### src/rtl/program_loader_pkg.sv
// Shared definitions for the CPU program loader: FSM encoding and RAM direction level.
// No logic here beyond a small state-class helper.
package program_loader_pkg;

    typedef enum logic [2:0] {
        ST_IDLE       = 3'd0,
        ST_HALT_SETUP = 3'd1,
        ST_WAIT_WORD  = 3'd2,
        ST_WR_SETUP   = 3'd3,
        ST_WR_STROBE  = 3'd4,
        ST_WR_HOLD    = 3'd5,
        ST_RELEASE    = 3'd6
    } state_t;

    // EXT_RAM_RW level that selects a RAM write; the read level is its inverse.
    localparam logic RW_WRITE_LVL = 1'b1;

    function automatic logic is_write_phase(input state_t s);
        return (s == ST_WR_SETUP) || (s == ST_WR_STROBE) || (s == ST_WR_HOLD);
    endfunction

endpackage

### src/rtl/program_loader.sv
// Purpose: streams 16-bit words into CPU RAM at consecutive addresses while holding the CPU in HALT.
// Latency: HALT one cycle after LOAD_START; 4 cycles per word; DONE/ABORTED 4N+2 cycles after start.
// Backpressure: WORD_READY only in WAIT_WORD and gated by ABORT; a stalled stream simply parks the FSM.
module program_loader
    import program_loader_pkg::*;
#(
    parameter logic [15:0] START_ADDR = 16'h0000,
    parameter logic        RW_WRITE   = RW_WRITE_LVL
) (
    input  logic        CLK,
    input  logic        RST,
    input  logic        LOAD_START,
    input  logic [15:0] LOAD_LEN,
    input  logic        ABORT,
    input  logic [15:0] WORD_IN,
    input  logic        WORD_VALID,
    output logic        WORD_READY,
    output logic        HALT,
    output logic [15:0] DATA,
    output logic [15:0] ADDRESS,
    output logic        EXT_RAM_RW,
    output logic        EXT_RAM_EN,
    output logic        BUSY,
    output logic        DONE,
    output logic        ABORTED,
    output logic [15:0] CHECKSUM
);

    state_t      state;
    state_t      state_nxt;
    logic [15:0] remaining;
    logic        aborted;
    logic        accept;
    logic        start_ok;
    logic        zero_len;
    logic        last_word;
    logic        abortable;

    assign WORD_READY = (state == ST_WAIT_WORD) && !ABORT;
    assign accept     = WORD_READY && WORD_VALID;
    assign start_ok   = (state == ST_IDLE) && LOAD_START && (LOAD_LEN != 16'd0);
    assign zero_len   = (state == ST_IDLE) && LOAD_START && (LOAD_LEN == 16'd0);
    assign last_word  = (remaining == 16'd1);
    assign abortable  = (state != ST_IDLE) && (state != ST_RELEASE);

    always_comb begin
        state_nxt = state;
        case (state)
            ST_IDLE:       if (start_ok) state_nxt = ST_HALT_SETUP;
            ST_HALT_SETUP: state_nxt = ABORT ? ST_RELEASE : ST_WAIT_WORD;
            ST_WAIT_WORD: begin
                if (ABORT)       state_nxt = ST_RELEASE;
                else if (accept) state_nxt = ST_WR_SETUP;
            end
            // Abort before the strobe drops the pending write.
            ST_WR_SETUP:   state_nxt = ABORT ? ST_RELEASE : ST_WR_STROBE;
            ST_WR_STROBE:  state_nxt = ST_WR_HOLD;
            ST_WR_HOLD:    state_nxt = (aborted || ABORT || last_word) ? ST_RELEASE : ST_WAIT_WORD;
            ST_RELEASE:    state_nxt = ST_IDLE;
            default:       state_nxt = ST_IDLE;
        endcase
    end

    always_ff @(posedge CLK or negedge RST) begin
        if (!RST) begin
            state      <= ST_IDLE;
            remaining  <= 16'd0;
            aborted    <= 1'b0;
            HALT       <= 1'b0;
            BUSY       <= 1'b0;
            EXT_RAM_EN <= 1'b0;
            EXT_RAM_RW <= ~RW_WRITE;
            DATA       <= 16'd0;
            ADDRESS    <= START_ADDR;
            CHECKSUM   <= 16'd0;
            DONE       <= 1'b0;
            ABORTED    <= 1'b0;
        end else begin
            state      <= state_nxt;
            // Outputs are decoded from the next state so they line up with the state they describe.
            HALT       <= (state_nxt != ST_IDLE);
            BUSY       <= (state_nxt != ST_IDLE);
            EXT_RAM_EN <= (state_nxt == ST_WR_STROBE);
            EXT_RAM_RW <= is_write_phase(state_nxt) ? RW_WRITE : ~RW_WRITE;
            DONE       <= zero_len || ((state == ST_RELEASE) && !aborted);
            ABORTED    <= (state == ST_RELEASE) && aborted;

            if (start_ok) begin
                remaining <= LOAD_LEN;
                ADDRESS   <= START_ADDR;
                CHECKSUM  <= 16'd0;
                aborted   <= 1'b0;
            end
            if (ABORT && abortable) aborted <= 1'b1;
            if (accept) begin
                DATA     <= WORD_IN;
                CHECKSUM <= CHECKSUM + WORD_IN;
            end
            if (state == ST_WR_HOLD) begin
                ADDRESS   <= ADDRESS + 16'd1;
                remaining <= remaining - 16'd1;
            end
        end
    end

endmodule

### config.mk
export PLATFORM = sky130hd
export DESIGN_NAME = program_loader
export DESIGN_NICKNAME = d
export VERILOG_FILES = /design/src/rtl/program_loader_pkg.sv /design/src/rtl/program_loader.sv
export SDC_FILE = /design/constraint.sdc
export NUM_CORES = 1
export LEC_CHECK = 0
export ABC_AREA = 1
export BUFFER_PORTS_ARGS = -buffer_cell sky130_fd_sc_hd__buf_4
export CORE_UTILIZATION = 40
export CTS_CLUSTER_DIAMETER = 40
export CTS_CLUSTER_SIZE = 10
export DETAILED_ROUTE_END_ITERATION = 12
export HOLD_SLACK_MARGIN = 0.03
export SLEW_MARGIN = 20
export SYNTH_ARGS = -nofsm -noshare
export SYNTH_HDL_FRONTEND = slang
export SYNTH_SLANG_ARGS = --single-unit
### constraint.sdc
create_clock -name CLK -period 1.6 [get_ports CLK]
set_clock_uncertainty 0.1 [all_clocks]
set_input_delay 0.16 -clock CLK [delete_from_list [all_inputs] [get_ports CLK]]
set_output_delay 0.16 -clock CLK [all_outputs]
set_load 0.02 [all_outputs]
==> results of run 1 <==
[tightest hold or removal path, delay by kind of cell]
kind	cells	cell delay, ps
AOI/OAI and AO/OA	1	80
buffers and inverters	1	110
and+or+nand+nor	1	90
[area by class of cell]
type	instances	area share, %
multi-input combinational	478	39.9
sequential	73	26.6
tap	140	2.54
inverter	74	4.08
clock buffer	10	3.32
timing repair buffer	188	22.4
clock inverter	6	1.20
[flip-flops by register name (all words and copies together) (netlist names)]
| register | flops |
|---|---|
| remaining | 16 |
| ADDRESS | 16 |
| EXT_RAM_EN | 1 |
| DATA | 16 |
| CHECKSUM | 16 |
| DONE | 1 |
| aborted | 1 |
| EXT_RAM_RW | 1 |
| ABORTED | 1 |
| BUSY | 1 |
| state | 3 |
[layout by cell type (no fill, tap or decap), types with 2 or more instances in the layout]
cell type,instances
o211ai_1,7
nor3_1,7
o21ai_2,2
ha_1,4
ha_4,14
bufinv_16,2
buf_6,6
a21oi_2,6
a21oi_1,13
dlygate4sd3_1,33
buf_4,147
dfrtp_1,65
nand2_2,17
o21ai_0,11
nor3_2,4
nor2_1,43
xor2_1,5
nor2_4,6
nand3_4,2
nor2_2,11
dfrtp_2,8
inv_2,8
inv_1,64
nand3_1,83
clkinv_2,4
nand3_2,6
o22ai_1,4
nand4_1,9
nand2_4,9
buf_12,2
clkbuf_16,9
nand2_1,189
o21ai_1,14
nand3b_1,4
[synthesized netlist by cell type]
library cell	count	area (sq um)
nand2_1	211	792
mux2i_1	1	10.0
nor3_2	1	10.0
o21ai_0	14	70.1
buf_2	9	45.0
nand2_4	1	11.3
or2_1	1	6.26
xor2_1	5	43.8
xnor2_1	1	8.76
inv_1	70	263
nand3_2	1	10.0
nand2_2	3	18.8
a21boi_1	1	7.51
buf_4	7	52.6
o211ai_1	7	52.6
a21oi_1	19	95.1
nand4_1	9	56.3
nor3_1	10	50.1
o21ai_1	13	65.1
nor2_1	55	206
or2_0	1	6.26
fa_1	1	20.0
nor2_4	2	22.5
dfrtp_1	73	1830
nand3b_1	4	30.0
ha_1	18	225
o21bai_1	1	7.51
nor2_2	3	18.8
nand3_1	90	450
o22ai_1	4	25.0
inv_2	4	15.0
a31o_2	1	8.76
[metrics by stage]
step	area (sq um)	TNS [ps]	cells	hold WS, ps	setup slack, ps
final	6900	-701	969	45.9	-169
after global routing	6900	-1860	969	47.6	-259
after CTS	6530	-431	951	41.4	-130
after detailed placement	5800	-668	899	26.6	-142
after global placement	5800	-422	899	15.9	-107
after floorplan	4690	-179	641	-236	-105
[kinds of logic (layout without fill, tap and decap cells)]
family                   count (synthesis)  in the layout  share of synthesized area (%)
AND/OR/NAND/NOR                        392            392                           37.3
buffers and inverters                   90            278                           8.28
flip-flops                              73             73                           40.3
AO/OA/AOI/OAI                           60             60                           7.32
adder cells (fa/ha/maj)                 19             19                           5.41
XOR/XNOR                                 6              6                           1.16
multiplexers                             1              1                          0.221
[layer usage]
metal  global-route usage, %  share of wire, %  routed length, um  vias up
li1                        -                 -                  -     2442
met1                    29.3                43               5770     2258
met2                    40.7                51               6730      106
met3                    4.64               4.5                600       20
met4                    6.08               1.6                212        0
met5                       0                 0                  0        -
[power by group through the flow]
stage                     Combinational (mW)  Clock [mW]  Sequential (mW)
after floorplan                         2.85           0             3.93
after global placement                  5.56           0             3.32
after detailed placement                5.64           0             3.36
after CTS                               5.85        2.22             3.35
after global routing                    7.20        2.31             3.49
final                                   6.54        2.18             3.39
[worst paths after layout]
check / end / slack (ps) / cells after the start
max: CHECKSUM[4]$_DFFE_PN0P_ / -170 / 9
min: DONE$_DFF_PN0_ / 50 / 3
max reg2reg: CHECKSUM[4]$_DFFE_PN0P_ / -170 / 9
min reg2reg: DONE$_DFF_PN0_ / 380 / 1
max in group asynchronous: CHECKSUM[10]$_DFFE_PN0P_ / 630 / 3
min in group asynchronous: remaining[12]$_DFFE_PN0P_ / 200 / 2
[what timing repair did]
item / in CTS / in global routing
gates cloned: 0 / 0
hold buffers: 33 / 0
pin swaps: 4 / 16
resized for setup: 14 / 74
buffers inserted: 3 / 18
endpoints found under the setup margin: 11 / 61
hold endpoints to repair: 76 / 0
==> run metrics, run 1 <==
outcome=complete, but fails checks; failing checks=setup timing; global-route wire length before repair=21.4 mm; Max Fclk=565 MHz; sequential standard cell area=1840 sq um; initial core utilization=41.4%; Worst path top cell family by delay=adder cells; CP peak stage delay=420 ps; antenna cells=0; CTS tree=built; Synth cell types=32; Clk pwr share=18.0%; final setup fails=8; die area=11800 sq um; DRC errors left=0; number of global-route vias before repair=4574; placeable core region=10900 sq um; Synth Register Bits=73; initial antenna violation count=0; CP Max Fanout=3; I/O Buffers=91; number of CTS-inserted buffers=9; Num Clock Sinks=73; Syn. warnings=0; switch share=42.9%; Fin. Hold Viols=0; Synth Net Count=697; Worst-path clk slew=60 ps; critical-path cell list=ha_4, fa_2, nand3_2, nand3_4, buf_4, buf_6, a21oi_2, o21ai_1, nand2_1; Final min period=1770 ps; CTS root buf=clkbuf_16; Final Max Slew Viols=0; Final Util=63.1%; Psw=5.19 mW; leakage=3.54 nW; Horiz. Die Dim=108 um; Cell Int Power=6.91 mW; Synth Cell Area=4530 sq um; fraction of layout cells with a size suffix above 1=32.3%; num ports=92; gr ovfl total=0; period utilization=111%; Hold Startpoint=LOAD_START; DR vias=4826; Worst Tran Pin Value=429 ps; CP bufs+invs=2; 1st-iter DRT viols=191; GRT Total Usage=23.3%; post-route ant nets=0; htree depth=3; vias per cell=4.98; Setup Crit Path Kind=reg2reg; total power=12.1 mW; Max-Cap Viols=0; Routed WL per cell=13.7 um; data arrival time of the worst path=1950 ps; R2R Path Start=CHECKSUM[0]$_DFFE_PN0P_; pin count of the biggest net entering global routing=35; CP Data Required Time=1780 ps; std cell rows=38; syn avg cell area=7.07 sq um; Worst Hold Class=in2reg; RSZ-0062 raised after global routing=yes; share of power burned in registers=28.0%; Setup WS post-layout=-169 ps; final WL=13.3 mm; clk buf depth=2; Max transition margin=71.4%; Syn Inst Count=641; VDD IR max=0.000952 V; Die Y=108 um; # fillers=944; drt first pass iters=4; Final GP Congestion=0.863; Pwr per Cell Area=1750 nW/um^2; dpl hpwl=9.27 mm; multi-input logic area=2750 sq um; CP Launch Point=CHECKSUM[0]$_DFFE_PN0P_; Area growth syn-to-layout=52.2%; Final #Nets=880; crit end category=register; slowest cell on the critical path=dfrtp_2; combinational fraction of design power=54.0%; sequential fraction of the synthesis area=40.3%; Worst setup SP type=register; Clock Latency Late Sink=340 ps
(Power assumes the default switching activity.)
==> inputs of run 2 (changes only) <==
ABC_AREA = 0   (was 1)
BUFFER_PORTS_ARGS = default   (was -buffer_cell sky130_fd_sc_hd__buf_4)
DONT_BUFFER_PORTS = 1   (was default)
==> run 2 against run 1 <==
  * The flow finishes with violations (hold timing, setup timing)
  * First-iteration DRC count fell by 38%
  * Via count is 18% lower
  * Sequential power hardly changed
  * Non-clock buffer count fell by 14
  * Clock power down 32%
  * Critical path type unchanged
  * Largest cell class unchanged
==> run metrics, run 2 <==
Final #Nets=661 (-25%); antenna cells=0 (unchanged); Fin. Hold Viols=73 (+73); DR vias=3957 (-18%); FF-to-FF path depth=8 (-1); initial core utilization=42.1% (+0.71 points); outcome=complete, but fails checks; Synth cell types=52 (+63%); dpl hpwl=7.81 mm (-16%); Area contributors post-synth=dfrtp_1 (46%), nand2_1 (9.8%), ha_1 (5.7%); share of the synthesized area in the top cell type=46.0% (+5.7 points); final WL=12.9 mm (-3.1%); global-route wire length before repair=20.1 mm (-6.1%); CP Data Required Time=1740 ps (-40 ps); most frequent cells after synthesis=nand2_1 (104), dfrtp_1 (73), o21ai_0 (39), a21oi_1 (21), nor2_1 (19); I/O Buffers=0 (-100%); gr ovfl total=0 (unchanged); CP Max Fanout=3 (unchanged); Max-Cap Viols=0 (unchanged); Routed WL per cell=17.5 um (+27%); final setup fails=70 (+62); htree depth=3 (unchanged); sequential fraction of the synthesis area=46.0% (+5.7 points); non-filler instance count after layout=739 (-24%); Final GP Congestion=0.769 (-11%); CP peak stage delay=420 ps (about the same); Die Y=102 um (-6.3%); Worst-path clk slew=90 ps (+30 ps); drt first pass iters=4 (unchanged); CTS tree=built; most frequent cells in the layout=buf_4 (97), nand2_1 (63), dfrtp_1 (56); Worst setup SP type=register; data arrival time of the worst path=2190 ps (+240 ps); number of global-route vias before repair=4166 (-8.9%); Final Util=71.0% (+7.9 points); post-route ant nets=0 (unchanged); placeable core region=9420 sq um (-14%); Synth Cell Area=3970 sq um (-12%); count leader, synth=nand2_1; CTS root buf=clkbuf_8; dpl ws=-598 ps (-456 ps); fraction of layout cells with a size suffix above 1=49.7% (+17 points); Synth Register Bits=73 (unchanged); Syn. warnings=0 (unchanged); switch share=41.5% (-1.4 points); Clock Latency Late Sink=350 ps (about the same); crit end category=register; met2 Resource Use GR=45.3% (+4.6 points); Final min period=2050 ps (+282 ps); syn avg cell area=9.06 sq um (+28%); Max Fclk=487 MHz (-14%); most common cell after layout, fill and taps aside=buf_4; layer with the highest usage=met2; failing checks=hold timing, setup timing; Cell Int Power=6.26 mW (-9.5%); Pwr per Cell Area=1600 nW/um^2 (-8.7%); placed cells=648 (-28%); vias per cell=5.35 (+7.5%); total power=10.7 mW (-12%); flop-to-flop setup slack=-450 ps (-280 ps); Synth area leader=dfrtp_1; DRC errors left=0 (unchanged); leakage=2.94 nW (-17%); VDD IR max=0.000775 V (-19%); hold_ws=-595 ps (-641 ps); EDFF count, synth=0 (unchanged); clk buf depth=2 (unchanged); Syn Inst Count=438 (-32%); 1st-iter DRT viols=119 (-38%); pin count of the biggest net entering global routing=74 (+110%); Num Clock Sinks=73 (unchanged); Clk pwr share=13.9% (-4.1 points); RSZ-0062 raised after global routing=yes; Horiz. Die Dim=102 um (-6.3%); Synth Net Count=494 (-29%); std cell rows=35 (-7.9%); Worst path top cell family by delay=compound AO/OA/AOI/OAI gates; Final Max Slew Viols=0 (unchanged); initial antenna violation count=0 (unchanged); die area=10300 sq um (-12%); Area growth syn-to-layout=68.4%; met1 usage=31.1% (+1.8 points); reg2reg end=CHECKSUM[12]$_DFFE_PN0P_; Setup WS post-layout=-451 ps (-282 ps); number of CTS-inserted buffers=9 (unchanged); Worst Tran Pin Value=385 ps (-43.2 ps); Worst Hold Class=in2async; CP bufs+invs=0 (-2); GRT Total Usage=25.4% (+2.1 points); critical-path cell list=ha_4, fa_2, a21oi_4, o22ai_4, o31ai_4, o21bai_1, xnor2_1, o21ai_1; # fillers=694 (-26%); R2R Path Start=CHECKSUM[0]$_DFFE_PN0P_; period utilization=128% (+18 points); slowest cell on the critical path=dfrtp_2; met3 Usage GRT=5.45% (+0.81 points); Max transition margin=74.3% (+2.9 points); num ports=92 (unchanged); Setup Crit Path Kind=reg2reg; share of power burned in registers=31.8% (+3.8 points); combinational fraction of design power=54.3% (+0.3 points); Psw=4.44 mW (-14%); dominant synthesized flop cell=dfrtp_1; fraction of registers with async set/reset=100% (unchanged); CTS Hold Buffers Added=35 (+6.1%); Levels on crit path=8 (-1)
==> run 2: cell types whose count changed after synthesis, sizes merged, moves of 9 or more <==
| cell | previous run | this run |
|---|---|---|
| nand2 | 215 | 104 |
| nand3 | 91 | 18 |
| inv | 74 | 9 |
| nor2 | 60 | 21 |
| o21ai | 27 | 40 |
| clkbuf | 0 | 10 |
| xnor2 | 1 | 10 |
==> run 2: timing repair <==
action,in CTS,in global routing
pin swaps,63,57
buffers inserted,28,14
hold endpoints to repair,110,73
endpoints found under the setup margin,70,71
resized for setup,118,67
gates cloned,7,0
==> run 2: power groups by stage <==
stage | registers [mW] | logic, mW | clock network [mW]
after floorplan | 3.49 | 2.39 | 0
after global placement | 3.32 | 3.98 | 0
after detailed placement | 3.35 | 4.09 | 0
after CTS | 3.34 | 5.32 | 1.52
after global routing | 3.47 | 6.24 | 1.59
final | 3.41 | 5.81 | 1.48
==> run 2: kinds of logic after synthesis <==
group | share of synthesized area (%)
compound gates | 16.6
xor+xnor | 4.41
fa+ha+maj | 6.18
buf+inv | 3.18
flops | 46.0
mux | 1.55
simple gates | 22.0
==> run 2: area by class of cell <==
type	count	area, sq um	share of cell area [%]
clock inverter	7	70.1	1.05
timing repair buffer	174	1660	24.9
inverter	9	33.8	0.506
sequential	73	1850	27.7
clock buffer	9	124	1.85
multi-input combinational	338	2780	41.6
tap	129	161	2.42
==> run 2: worst max path at each step <==
stage                                  startpoint                  endpoint  slack [ps]
after global routing      CHECKSUM[0]$_DFFE_PN0P_  CHECKSUM[10]$_DFFE_PN0P_        -560
final                     CHECKSUM[0]$_DFFE_PN0P_  CHECKSUM[12]$_DFFE_PN0P_        -450
after CTS                 CHECKSUM[0]$_DFFE_PN0P_  CHECKSUM[12]$_DFFE_PN0P_        -500
after floorplan           CHECKSUM[0]$_DFFE_PN0P_  CHECKSUM[14]$_DFFE_PN0P_        -470
after global placement    CHECKSUM[0]$_DFFE_PN0P_  CHECKSUM[14]$_DFFE_PN0P_        -520
after detailed placement  CHECKSUM[0]$_DFFE_PN0P_  CHECKSUM[12]$_DFFE_PN0P_        -600
==> run 2: metal layers <==
metal	routed length [um]	share of wire, %
met5	0	0
met4	179	1.4
met3	626	4.9
met2	6790	53
met1	5310	41
==> run 2: per-stage QoR <==
| step | cell area, sq um | setup TNS (ps) | hold slack [ps] |
|---|---|---|---|
| 2_1_floorplan | 4300 | -7350 | -236 |
| 3_3_place_gp | 5110 | -12980 | -234 |
| 3_5_place_dp | 5110 | -14110 | -234 |
| 4_1_cts | 6370 | -10260 | -616 |
| 5_1_grt | 6680 | -16110 | -629 |
| 6_report | 6680 | -11760 | -595 |
==> inputs of run 3 (changes only) <==
CORE_ASPECT_RATIO = 1.25   (was default)
==> run 3 against run 2 <==
  * Critical path type unchanged
  * The run still ends with hold timing, setup timing left
  * Largest cell class unchanged
  * Final cell count fell by 1.6%
  * Maximum frequency rose by 0.40%
  * Hold slack improved by 11 ps
  * Highest routed layer unchanged
==> run metrics, run 3 (synthesized netlist as in run 2, its figures left out) <==
Final Max Slew Viols=0 (unchanged); fraction of layout cells with a size suffix above 1=47.1% (-2.6 points); CTS root buf=clkbuf_16; non-filler instance count after layout=727 (-1.6%); Setup WS post-layout=-443 ps (+8.27 ps); crit end category=register; drt first pass iters=4 (unchanged); Max Fclk=489 MHz (+0.40%); placed cells=647 (-0.15%); Num Clock Sinks=73 (unchanged); Design Area, Final=6680 sq um (about the same); FF-to-FF path depth=8 (unchanged); hold_ws=-584 ps (+11.2 ps); die area=10300 sq um (about the same); R2R Path Start=CHECKSUM[0]$_DFFE_PN0P_; std cell rows=40 (+14%); Final min period=2040 ps (-8.27 ps); antenna cells=0 (unchanged); pin count of the biggest net entering global routing=74 (unchanged); Setup TNS=-10010 ps (+1750 ps); slowest cell on the critical path=dfrtp_2; Max-Cap Viols=0 (unchanged); CTS Hold Buffers Added=34 (-2.9%); RSZ-0062 raised after global routing=yes; data arrival time of the worst path=2160 ps (-30 ps); Pwr per Cell Area=1640 nW/um^2 (+2.2%); Setup Crit Path Kind=reg2reg; initial antenna violation count=0 (unchanged); number of CTS-inserted buffers=9 (unchanged); Worst setup SP type=register; VDD IR max=0.000792 V (+2.1%); initial core utilization=41.3% (-0.85 points); GRT Total Usage=25.5% (+0.054 points); gr ovfl total=0 (unchanged); post-route ant nets=0 (unchanged); I/O Buffers=0 (unchanged); Final Util=69.6% (-1.4 points); flop-to-flop setup slack=-440 ps (about the same); critical-path cell list=ha_4, fa_2, a21oi_4, o22ai_4, o31ai_4, buf_4, xor2_1, o21ai_1; failing checks=hold timing, setup timing; Clock Latency Late Sink=340 ps (about the same); final WL=13.1 mm (+1.5%); final setup fails=67 (-4.3%); DR vias=3945 (-0.30%); dpl ws=-566 ps (+31.9 ps); Die Y=113 um (+12%); Placement Cell Area=5120 sq um (+0.22%); clk buf depth=2 (unchanged); most frequent cells in the layout=buf_4 (94), nand2_1 (70), dfrtp_1 (58); leakage=2.95 nW (+0.31%); Worst-path clk slew=60 ps (-30 ps); Area growth syn-to-layout=68.5% (about the same); period utilization=128% (-0.52 points); CP Data Required Time=1710 ps (-30 ps); htree depth=3 (unchanged); placeable core region=9610 sq um (+2.1%); CP Max Fanout=3 (unchanged); Final GP Congestion=0.855 (+11%); outcome=complete, but fails checks; CTS tree=built; total power=10.9 mW (+2.3%); Max transition margin=75.7% (+1.3 points); Final #Nets=652 (-1.4%); 1st-iter DRT viols=143 (+20%); dpl hpwl=7.96 mm (+2.0%); Worst Tran Pin Value=365 ps (-20.1 ps); global-route wire length before repair=20.2 mm (+0.51%); DRC errors left=0 (unchanged); Routed WL per cell=18.0 um (+3.1%); reg2reg end=CHECKSUM[10]$_DFFE_PN0P_; most common cell after layout, fill and taps aside=buf_4; number of global-route vias before repair=4280 (+2.7%); CP peak stage delay=420 ps (about the same); num ports=92 (unchanged); Fin. Hold Viols=73 (unchanged); vias per cell=5.43 (+1.3%); Horiz. Die Dim=91.1 um (-10%); Worst Hold Class=in2async
==> run 3: cell types whose count changed in the layout (fill, tap and decap cells not counted), moves of 3 or more <==
cell / previous run / this run
buf_6: 28 / 24
clkbuf_8: 9 / 1
clkbuf_16: 0 / 9
nand2_1: 63 / 70
nand2_4: 5 / 11
nand2_2: 35 / 22
nor3_2: 6 / 2
clkbuf_1: 0 / 5
buf_4: 97 / 94
==> run 3: worst max path at each step <==
stage                                  startpoint                  endpoint  slack (ps)  cells past startpoint
after CTS                 CHECKSUM[0]$_DFFE_PN0P_  CHECKSUM[10]$_DFFE_PN0P_        -520                      8
final                     CHECKSUM[0]$_DFFE_PN0P_  CHECKSUM[10]$_DFFE_PN0P_        -440                      8
after detailed placement  CHECKSUM[0]$_DFFE_PN0P_  CHECKSUM[14]$_DFFE_PN0P_        -570                      8
after floorplan           CHECKSUM[0]$_DFFE_PN0P_  CHECKSUM[14]$_DFFE_PN0P_        -470                      8
after global routing      CHECKSUM[0]$_DFFE_PN0P_  CHECKSUM[10]$_DFFE_PN0P_        -520                      8
after global placement    CHECKSUM[0]$_DFFE_PN0P_  CHECKSUM[14]$_DFFE_PN0P_        -550                      8
==> run 3: routing by layer <==
metal | GRT usage, % | part of all wire, % | vias up | wire [um]
li1 | - | - | 1866 | -
met1 | 25.1 | 36 | 1935 | 4730
met2 | 47.7 | 55 | 107 | 7170
met3 | 6.65 | 5.4 | 37 | 704
met4 | 14.7 | 3.7 | 0 | 481
met5 | 0 | 0 | - | 0
==> run 3: area by class of cell <==
cell class                 instances  area, sq um
clock buffer                      15          258
tap                              126          158
clock inverter                     1         5.00
inverter                           9         33.8
sequential                        73         1850
timing repair buffer             165         1570
fill                             694         2930
multi-input combinational        338         2810
==> run 3: timing repair <==
action / 4_1_cts / 5_1_grt
cloned: 5 / 0
pin swaps: 67 / 61
setup buffers: 25 / 9
setup endpoints to repair: 69 / 71
gates resized for setup: 118 / 71
hold endpoints to repair: 108 / 73
==> run 3: report_power, final <==
group / switching, mW / internal, mW / leakage (nW)
clock network: 0.771 / 1.09 / 0.128
logic: 2.75 / 2.89 / 1.90
registers: 0.933 / 2.50 / 0.921
total: 4.45 / 6.49 / 2.95
==> run 3: critical path, delay by kind of cell, from the launching register on <==
| family | cells | cell delay (ps) |
|---|---|---|
| xor+xnor | 1 | 140 |
| fa+ha+maj | 2 | 530 |
| compound gates | 4 | 570 |
| buf+inv | 1 | 150 |
| flops | 1 | 420 |
